--- src/rtl/ast_sf_buffer_if.sv ---
// Avalon-ST bundle for the store-and-forward buffer: upstream stream in, downstream stream out,
// plus the packet/drop status counters.
interface ast_sf_buffer_if #(
   parameter int unsigned DATA_W    = 64,
   parameter int unsigned EMPTY_W   = 3,
   parameter int unsigned CHANNEL_W = 10,
   parameter int unsigned DEPTH     = 16
);
   localparam int unsigned CNT_W = $clog2(DEPTH) + 1;

   logic [DATA_W-1:0]    ast_data_i;
   logic                 ast_startofpacket_i;
   logic                 ast_endofpacket_i;
   logic                 ast_valid_i;
   logic [EMPTY_W-1:0]   ast_empty_i;
   logic [CHANNEL_W-1:0] ast_channel_i;
   logic                 ast_ready_o;

   logic [DATA_W-1:0]    ast_data_o;
   logic                 ast_startofpacket_o;
   logic                 ast_endofpacket_o;
   logic                 ast_valid_o;
   logic [EMPTY_W-1:0]   ast_empty_o;
   logic [CHANNEL_W-1:0] ast_channel_o;
   logic                 ast_ready_i;

   logic [CNT_W-1:0]     pkt_cnt_o;
   logic [15:0]          drop_cnt_o;

   modport slave (
      input  ast_data_i, ast_startofpacket_i, ast_endofpacket_i, ast_valid_i,
             ast_empty_i, ast_channel_i, ast_ready_i,
      output ast_ready_o, ast_data_o, ast_startofpacket_o, ast_endofpacket_o,
             ast_valid_o, ast_empty_o, ast_channel_o, pkt_cnt_o, drop_cnt_o
   );

   modport master (
      output ast_data_i, ast_startofpacket_i, ast_endofpacket_i, ast_valid_i,
             ast_empty_i, ast_channel_i, ast_ready_i,
      input  ast_ready_o, ast_data_o, ast_startofpacket_o, ast_endofpacket_o,
             ast_valid_o, ast_empty_o, ast_channel_o, pkt_cnt_o, drop_cnt_o
   );
endinterface

--- src/rtl/ast_sf_buffer.sv ---
// Store-and-forward Avalon-ST packet buffer: packets are released downstream only once fully
// stored; truncated or oversize packets are discarded and counted.
module ast_sf_buffer #(
   parameter int unsigned DATA_W    = 64,
   parameter int unsigned EMPTY_W   = 3,
   parameter int unsigned CHANNEL_W = 10,
   parameter int unsigned DEPTH     = 16
) (
   input logic          clk_i,
   input logic          arstn_i,
   ast_sf_buffer_if.slave bus
);
   localparam int unsigned AW    = $clog2(DEPTH);
   localparam int unsigned PTR_W = AW + 1;

   localparam logic [1:0] ST_IDLE = 2'd0;
   localparam logic [1:0] ST_WR   = 2'd1;
   localparam logic [1:0] ST_DROP = 2'd2;

   typedef struct packed {
      logic [DATA_W-1:0]    data;
      logic [EMPTY_W-1:0]   empty;
      logic [CHANNEL_W-1:0] channel;
      logic                 sop;
      logic                 eop;
   } word_t;

   word_t            mem_q [DEPTH];
   logic [1:0]       state_q,    state_d;
   logic [PTR_W-1:0] rd_ptr_q,   rd_ptr_d;
   logic [PTR_W-1:0] wr_ptr_q,   wr_ptr_d;
   logic [PTR_W-1:0] wr_tmp_q,   wr_tmp_d;
   logic [PTR_W-1:0] pkt_cnt_q,  pkt_cnt_d;
   logic [15:0]      drop_cnt_q, drop_cnt_d;
   logic             ready_q,    ready_d;
   logic             valid_q,    valid_d;

   logic             we;
   logic [AW-1:0]    waddr;
   logic [1:0]       drops;
   logic             commit;
   logic             pop;
   logic [PTR_W-1:0] base;
   logic [PTR_W-1:0] free;
   logic [1:0]       st;
   logic [16:0]      drop_sum;
   word_t            wr_word;
   word_t            rd_word;

   assign wr_word = '{data:    bus.ast_data_i,
                      empty:   bus.ast_empty_i,
                      channel: bus.ast_channel_i,
                      sop:     bus.ast_startofpacket_i,
                      eop:     bus.ast_endofpacket_i};

   assign rd_word = mem_q[rd_ptr_q[AW-1:0]];

   // Write side: a sop inside an open packet first rewinds it, then is handled as a fresh sop.
   always_comb begin
      state_d  = state_q;
      wr_ptr_d = wr_ptr_q;
      wr_tmp_d = wr_tmp_q;
      drops    = 2'd0;
      commit   = 1'b0;
      we       = 1'b0;
      waddr    = wr_tmp_q[AW-1:0];
      base     = wr_tmp_q;
      st       = state_q;
      free     = '0;
      if (bus.ast_valid_i && ready_q) begin
         if (state_q == ST_WR && wr_word.sop) begin
            drops    = 2'd1;
            base     = wr_ptr_q;
            st       = ST_IDLE;
            wr_tmp_d = wr_ptr_q;
            state_d  = ST_IDLE;
         end
         free = PTR_W'(DEPTH) - (base - rd_ptr_q);
         if (st != ST_WR && !wr_word.sop) begin
            if (st == ST_DROP && wr_word.eop) state_d = ST_IDLE;
         end else if (free == '0) begin
            drops    = drops + 2'd1;
            wr_tmp_d = wr_ptr_q;
            state_d  = wr_word.eop ? ST_IDLE : ST_DROP;
         end else begin
            we       = 1'b1;
            waddr    = base[AW-1:0];
            wr_tmp_d = base + PTR_W'(1);
            if (wr_word.eop) begin
               commit   = 1'b1;
               wr_ptr_d = base + PTR_W'(1);
               state_d  = ST_IDLE;
            end else begin
               state_d  = ST_WR;
            end
         end
      end
   end

   // Read side and counters; a commit and an eop-pop in one cycle cancel out.
   always_comb begin
      ready_d   = 1'b1;
      pop       = valid_q && bus.ast_ready_i;
      rd_ptr_d  = rd_ptr_q + PTR_W'(pop);
      pkt_cnt_d = pkt_cnt_q;
      if (commit && !(pop && rd_word.eop))      pkt_cnt_d = pkt_cnt_q + PTR_W'(1);
      else if (!commit && (pop && rd_word.eop)) pkt_cnt_d = pkt_cnt_q - PTR_W'(1);
      valid_d    = (pkt_cnt_d != '0);
      drop_sum   = 17'(drop_cnt_q) + 17'(drops);
      drop_cnt_d = drop_sum[16] ? 16'hFFFF : drop_sum[15:0];
   end

   always_ff @(posedge clk_i or negedge arstn_i) begin
      if (!arstn_i) begin
         state_q    <= ST_IDLE;
         rd_ptr_q   <= '0;
         wr_ptr_q   <= '0;
         wr_tmp_q   <= '0;
         pkt_cnt_q  <= '0;
         drop_cnt_q <= '0;
         ready_q    <= 1'b0;
         valid_q    <= 1'b0;
      end else begin
         state_q    <= state_d;
         rd_ptr_q   <= rd_ptr_d;
         wr_ptr_q   <= wr_ptr_d;
         wr_tmp_q   <= wr_tmp_d;
         pkt_cnt_q  <= pkt_cnt_d;
         drop_cnt_q <= drop_cnt_d;
         ready_q    <= ready_d;
         valid_q    <= valid_d;
      end
   end

   // Storage is cleared on reset so the show-ahead outputs read back as zero.
   always_ff @(posedge clk_i or negedge arstn_i) begin
      if (!arstn_i) begin
         for (int i = 0; i < int'(DEPTH); i++) mem_q[i] <= '0;
      end else if (we) begin
         mem_q[waddr] <= wr_word;
      end
   end

   assign bus.ast_ready_o         = ready_q;
   assign bus.ast_valid_o         = valid_q;
   assign bus.ast_data_o          = rd_word.data;
   assign bus.ast_startofpacket_o = rd_word.sop;
   assign bus.ast_endofpacket_o   = rd_word.eop;
   assign bus.ast_channel_o       = rd_word.channel;
   assign bus.ast_empty_o         = rd_word.eop ? rd_word.empty : '0;
   assign bus.pkt_cnt_o           = pkt_cnt_q;
   assign bus.drop_cnt_o          = drop_cnt_q;
endmodule
--- src/flat_wrapper.sv ---
// flat-port wrapper written by rule: the top's interface ports become plain ports
module ast_sf_buffer_flat 
#(
   parameter int unsigned DATA_W    = 64,
   parameter int unsigned EMPTY_W   = 3,
   parameter int unsigned CHANNEL_W = 10,
   parameter int unsigned DEPTH     = 16
)
  (clk_i, arstn_i, bus_ast_data_i, bus_ast_startofpacket_i, bus_ast_endofpacket_i, bus_ast_valid_i, bus_ast_empty_i, bus_ast_channel_i, bus_ast_ready_i, bus_ast_ready_o, bus_ast_data_o, bus_ast_startofpacket_o, bus_ast_endofpacket_o, bus_ast_valid_o, bus_ast_empty_o, bus_ast_channel_o, bus_pkt_cnt_o, bus_drop_cnt_o);
  ast_sf_buffer_if #(.DATA_W(DATA_W), .EMPTY_W(EMPTY_W), .CHANNEL_W(CHANNEL_W), .DEPTH(DEPTH)) bus_i ();
  input logic clk_i;
  input logic arstn_i;
  input wire logic [$bits(bus_i.ast_data_i)-1:0] bus_ast_data_i;
  input wire logic [$bits(bus_i.ast_startofpacket_i)-1:0] bus_ast_startofpacket_i;
  input wire logic [$bits(bus_i.ast_endofpacket_i)-1:0] bus_ast_endofpacket_i;
  input wire logic [$bits(bus_i.ast_valid_i)-1:0] bus_ast_valid_i;
  input wire logic [$bits(bus_i.ast_empty_i)-1:0] bus_ast_empty_i;
  input wire logic [$bits(bus_i.ast_channel_i)-1:0] bus_ast_channel_i;
  input wire logic [$bits(bus_i.ast_ready_i)-1:0] bus_ast_ready_i;
  output wire logic [$bits(bus_i.ast_ready_o)-1:0] bus_ast_ready_o;
  output wire logic [$bits(bus_i.ast_data_o)-1:0] bus_ast_data_o;
  output wire logic [$bits(bus_i.ast_startofpacket_o)-1:0] bus_ast_startofpacket_o;
  output wire logic [$bits(bus_i.ast_endofpacket_o)-1:0] bus_ast_endofpacket_o;
  output wire logic [$bits(bus_i.ast_valid_o)-1:0] bus_ast_valid_o;
  output wire logic [$bits(bus_i.ast_empty_o)-1:0] bus_ast_empty_o;
  output wire logic [$bits(bus_i.ast_channel_o)-1:0] bus_ast_channel_o;
  output wire logic [$bits(bus_i.pkt_cnt_o)-1:0] bus_pkt_cnt_o;
  output wire logic [$bits(bus_i.drop_cnt_o)-1:0] bus_drop_cnt_o;
  assign bus_i.ast_data_i = bus_ast_data_i;
  assign bus_i.ast_startofpacket_i = bus_ast_startofpacket_i;
  assign bus_i.ast_endofpacket_i = bus_ast_endofpacket_i;
  assign bus_i.ast_valid_i = bus_ast_valid_i;
  assign bus_i.ast_empty_i = bus_ast_empty_i;
  assign bus_i.ast_channel_i = bus_ast_channel_i;
  assign bus_i.ast_ready_i = bus_ast_ready_i;
  assign bus_ast_ready_o = bus_i.ast_ready_o;
  assign bus_ast_data_o = bus_i.ast_data_o;
  assign bus_ast_startofpacket_o = bus_i.ast_startofpacket_o;
  assign bus_ast_endofpacket_o = bus_i.ast_endofpacket_o;
  assign bus_ast_valid_o = bus_i.ast_valid_o;
  assign bus_ast_empty_o = bus_i.ast_empty_o;
  assign bus_ast_channel_o = bus_i.ast_channel_o;
  assign bus_pkt_cnt_o = bus_i.pkt_cnt_o;
  assign bus_drop_cnt_o = bus_i.drop_cnt_o;
  ast_sf_buffer #(.DATA_W(DATA_W), .EMPTY_W(EMPTY_W), .CHANNEL_W(CHANNEL_W), .DEPTH(DEPTH)) u_core (.clk_i(clk_i), .arstn_i(arstn_i), .bus(bus_i));
endmodule
--- config.mk ---
export PLATFORM = sky130hd
export DESIGN_NAME = ast_sf_buffer_flat
export DESIGN_NICKNAME = d
export VERILOG_FILES = /design/src/rtl/ast_sf_buffer_if.sv /design/src/rtl/ast_sf_buffer.sv /design/src/flat_wrapper.sv
export SDC_FILE = /design/constraint.sdc
export NUM_CORES = 2
export LEC_CHECK = 0
export ABC_AREA = 0
export CORE_MARGIN = 2
export CORE_UTILIZATION = 64
export CTS_CLUSTER_DIAMETER = 100
export DETAILED_ROUTE_END_ITERATION = 8
export PLACE_DENSITY = 0.83
export SETUP_SLACK_MARGIN = 0.4
export SYNTH_ARGS = -nofsm -noshare
export SYNTH_HDL_FRONTEND = slang
export SYNTH_SLANG_ARGS = --single-unit
--- constraint.sdc ---
create_clock -name clk_i -period 12.5 [get_ports clk_i]
set_input_delay 2.5 -clock clk_i [delete_from_list [all_inputs] [get_ports clk_i]]
set_output_delay 2.5 -clock clk_i [all_outputs]
set_load 0.005 [all_outputs]
==> run metrics <==
r2r setup slk approximately 5.4 ns; area share of the leading cell type in the synthesized netlist between 50% and 60%; antenna viol nets, final 0; RSZ-0062 raised after global routing no; Power Density ~250 nW/um2; area grow syn2layout 12.1%; CTS Hold Buffers Added 0; clock transition at the registers of the reported paths ~0.060 ns; Worst-Skew Late Latency about 0.74 ns; worst r2r src u_core.state_q[1]; H-tree levels 4; Mapped Area between 50,000 and 60,000 um2; Max clock buf depth 3; Root Driver clkbuf_16; Initial Utilization between 60% and 70%; Worst Path Required 13.15 ns; largest family of logic cells by synthesized area multiplexers; Worst IR Drop VDD ~0.24 mV; Hold Crit Start u_core.mem_q[167]; worst-path maximum fanout 20; crit path max-delay cell type clkdlybuf4s50_1; min-delay worst type reg2reg; Synth Register Bits around 1,300; post-CTS setup repair buffer count 0; Seq/Total Area, Yosys a little under three fifths; min Tclk post-route around 9.4 ns; cell count of the worst reg-to-reg path 22; Synth Area in XOR/XNOR 0.343%; Commonest cells post-synth 1,304 x dfrtp_1, 1,188 x mux2_2, 395 x mux4_2; complex-gate fraction of the synthesized area less than 1%; CP Launch Type input pin; status finished clean; via-per-instance ratio about 6.6; total track usage between 30 and 40%; final wirelength 137,000 um; die area approximately 94,000 um2; Fillers around 5,400; final hold violation count 0; Final Non-Filler Cells approximately 4,900; Max-Cap Viols 0; wire per inst 28.2 um; initial antenna violation count 15; post-DP HPWL 76,300 um; Cells after Synth 3,518; slew margin rel. approximately 20%; fmax roughly 0.11 GHz; Core Rows about 110; core area about 91,000 um2; GRT Max-Usage Layer met2; Slew Limit Fails 0; synth warn 0; Synth Net Count around 3,600; Placer Congestion 0.871; Setup Viol. Count Final 0; most common flop cell mapped by yosys dfrtp_1; TritonCTS Buffers about 140; largest net degree at the start of global routing between 200 and 250; worst-margin pin slew around 1.2 ns; I/O pin cnt between 150 and 200; asr flop ratio synth 100%; fin crit share between 70% and 80%; Synth Area in Adders 0.324%; die width a little over 300 um; area leader, netlist dfrtp_1; syn_area_per_cell 16.7 um2; count of input and output buffers approximately 180; via total after detailed routing 32,339; CTS tree built; post-CTS sizing 0; fin util about 70%; met2 Usage GRT 50.2%; dpl cells ~4,600; clk_skew 0.0203 ns; Synth Area in Simple Gates approximately 1.3%; DIE HEIGHT between 300 and 400 um; post-synthesis mux area share roughly 40%; Leakage 0.0299 uW; most frequent cell after synthesis dfrtp_1; Clock Sinks between 1,000 and 1,500; M1 GR Usage 40.3%; Setup CP Type in2reg; hold depth 1; Sum Neg Setup Slack 0 ns; crit path DAT 10.02 ns; DRC Markers 0; Unique masters post-synth between 50 and 60; vias in the first global route roughly 36,000; global-route wire length before repair 216,000 um; Reg2Reg Capture Point u_core.bus.drop_cnt_o[6]; DRT Pass-1 Iters 5; top area cells in the synthesized netlist dfrtp_1 56%, mux2_2 23%, mux4_2 15%, mux2_1 1.5%, clkbuf_1 0.97%; EDFF count, synth 0; DR iter-0 viols between 2,000 and 3,000; share of layout cells above drive strength 1 50.7%; # nets final about 3,700; Overflow after GRT 0; largest stage delay on the critical path approximately 0.86 ns; met3 global-route usage 6.00%; crit-path cells clkdlybuf4s50_1 -> nand3b_1 -> and2_1 -> a21oi_1 -> xor2_1 -> fa_1 -> xor2_1 -> or4b_1 -> and4b_1 -> nor2_1 -> clkinv_1 -> ha_1 -> and2_1 -> ha_1 -> inv_1 -> fa_1 -> nor2_1 -> and3_1 -> and2_1 -> nand4_1 -> nor2_1 -> nand3_1 -> o21ai_0; critical path capture point type flop; Min Hold Slack slightly below 0.5 ns; hold endpoint u_core.mem_q[167]
routing by layer:
layer,up-vias,wire length (um)
met3,291,8120
met4,16,4030
met5,-,110
met1,17739,54800
li1,13301,-
met2,992,70400
registers in the layout, indices dropped and copies added (netlist names):
name                    flops
u_core.mem_q             1264
u_core.bus.drop_cnt_o      16
u_core.bus.pkt_cnt_o        5
u_core.rd_ptr_q             5
u_core.wr_ptr_q             5
u_core.wr_tmp_q             5
u_core.state_q              2
u_core.bus.ast_ready_o      1
u_core.bus.ast_valid_o      1
cells in the final DEF, fill, tap and decap left out, drive strengths merged, types with 3 or more instances in the layout:
cell type / netlist / final
dfrtp: 1304 / 1304
or3: 3 / 3
nand3b: 3 / 3
mux2: 1264 / 1264
a21oi: 16 / 16
buf: 155 / 56
inv: 10 / 16
bufinv: 0 / 10
o21ai: 10 / 10
nor3: 9 / 9
a211oi: 4 / 4
xnor2: 13 / 13
nand3: 14 / 14
and2: 10 / 10
nand2: 41 / 41
mux4: 395 / 395
diode: 0 / 6
nor2b: 8 / 8
clkdlybuf4s50: 0 / 183
nand2b: 7 / 7
ha: 12 / 12
and3: 5 / 5
nor2: 32 / 32
a31oi: 7 / 7
clkinv: 1 / 15
clkbuf: 151 / 208
mux2i: 7 / 7
nand4: 3 / 3
xor2: 10 / 10
how the worst max path moves through the flow:
stage | slack, ns | cells past startpoint | startpoint | end
final | 3.13 | 23 | bus_ast_startofpacket_i | u_core.bus.drop_cnt_o[6]
after global routing | 2.67 | 23 | bus_ast_startofpacket_i | u_core.bus.drop_cnt_o[0]
after CTS | 3.37 | 23 | bus_ast_startofpacket_i | u_core.bus.drop_cnt_o[6]
after detailed placement | 2.60 | 23 | bus_ast_startofpacket_i | u_core.bus.drop_cnt_o[6]
after global placement | 3.06 | 23 | bus_ast_startofpacket_i | u_core.bus.drop_cnt_o[6]
after floorplan | 5.00 | 24 | bus_ast_startofpacket_i | u_core.bus.drop_cnt_o[10]
report_power, final:
| group | leakage, uW | switching [uW] | total, uW | internal [uW] |
|---|---|---|---|---|
| clock | 0.00224 | 1630 | 4100 | 2470 |
| sequential | 0.0172 | 1020 | 6860 | 5840 |
| combinational | 0.0105 | 2140 | 5580 | 3440 |
worst max-delay path, delay by kind of cell:
| family | cells | cell delay [ns] |
|---|---|---|
| xor+xnor | 2 | 0.38 |
| simple gates | 12 | 3.55 |
| buf+inv | 3 | 1.37 |
| fa+ha+maj | 4 | 1.45 |
| compound gates | 2 | 0.76 |
area by class of cell:
| class | count | area (um2) | share of cell area, % |
|---|---|---|---|
| flip-flops and latches | 1304 | 32600 | 49.6 |
| multi-input cells | 1897 | 24800 | 37.6 |
| clock buffers | 208 | 4110 | 6.25 |
| repair buffers | 239 | 2310 | 3.52 |
| well taps | 1186 | 1480 | 2.25 |
| clock inverters | 32 | 460 | 0.699 |
| inverters | 11 | 41.3 | 0.0627 |
| diodes | 6 | 15.0 | 0.0228 |
metrics by stage:
step,cell area [um2],total power (uW),setup slack [ns]
after floorplan,58700,10500,5.00
after CTS,65800,16700,3.37
final,65800,16500,3.13
after detailed placement,61200,12500,2.60
after global placement,61200,12100,3.06
after global routing,65800,17300,2.67
cells by family after synthesis:
family	Yosys count
multiplexers	1666
flip-flops	1304
buffers and inverters	317
AND/OR/NAND/NOR	142
adder cells (fa/ha/maj)	14
other	1
XOR/XNOR	23
AO/OA/AOI/OAI	51
Note: power is estimated with default switching activity, not from simulation.
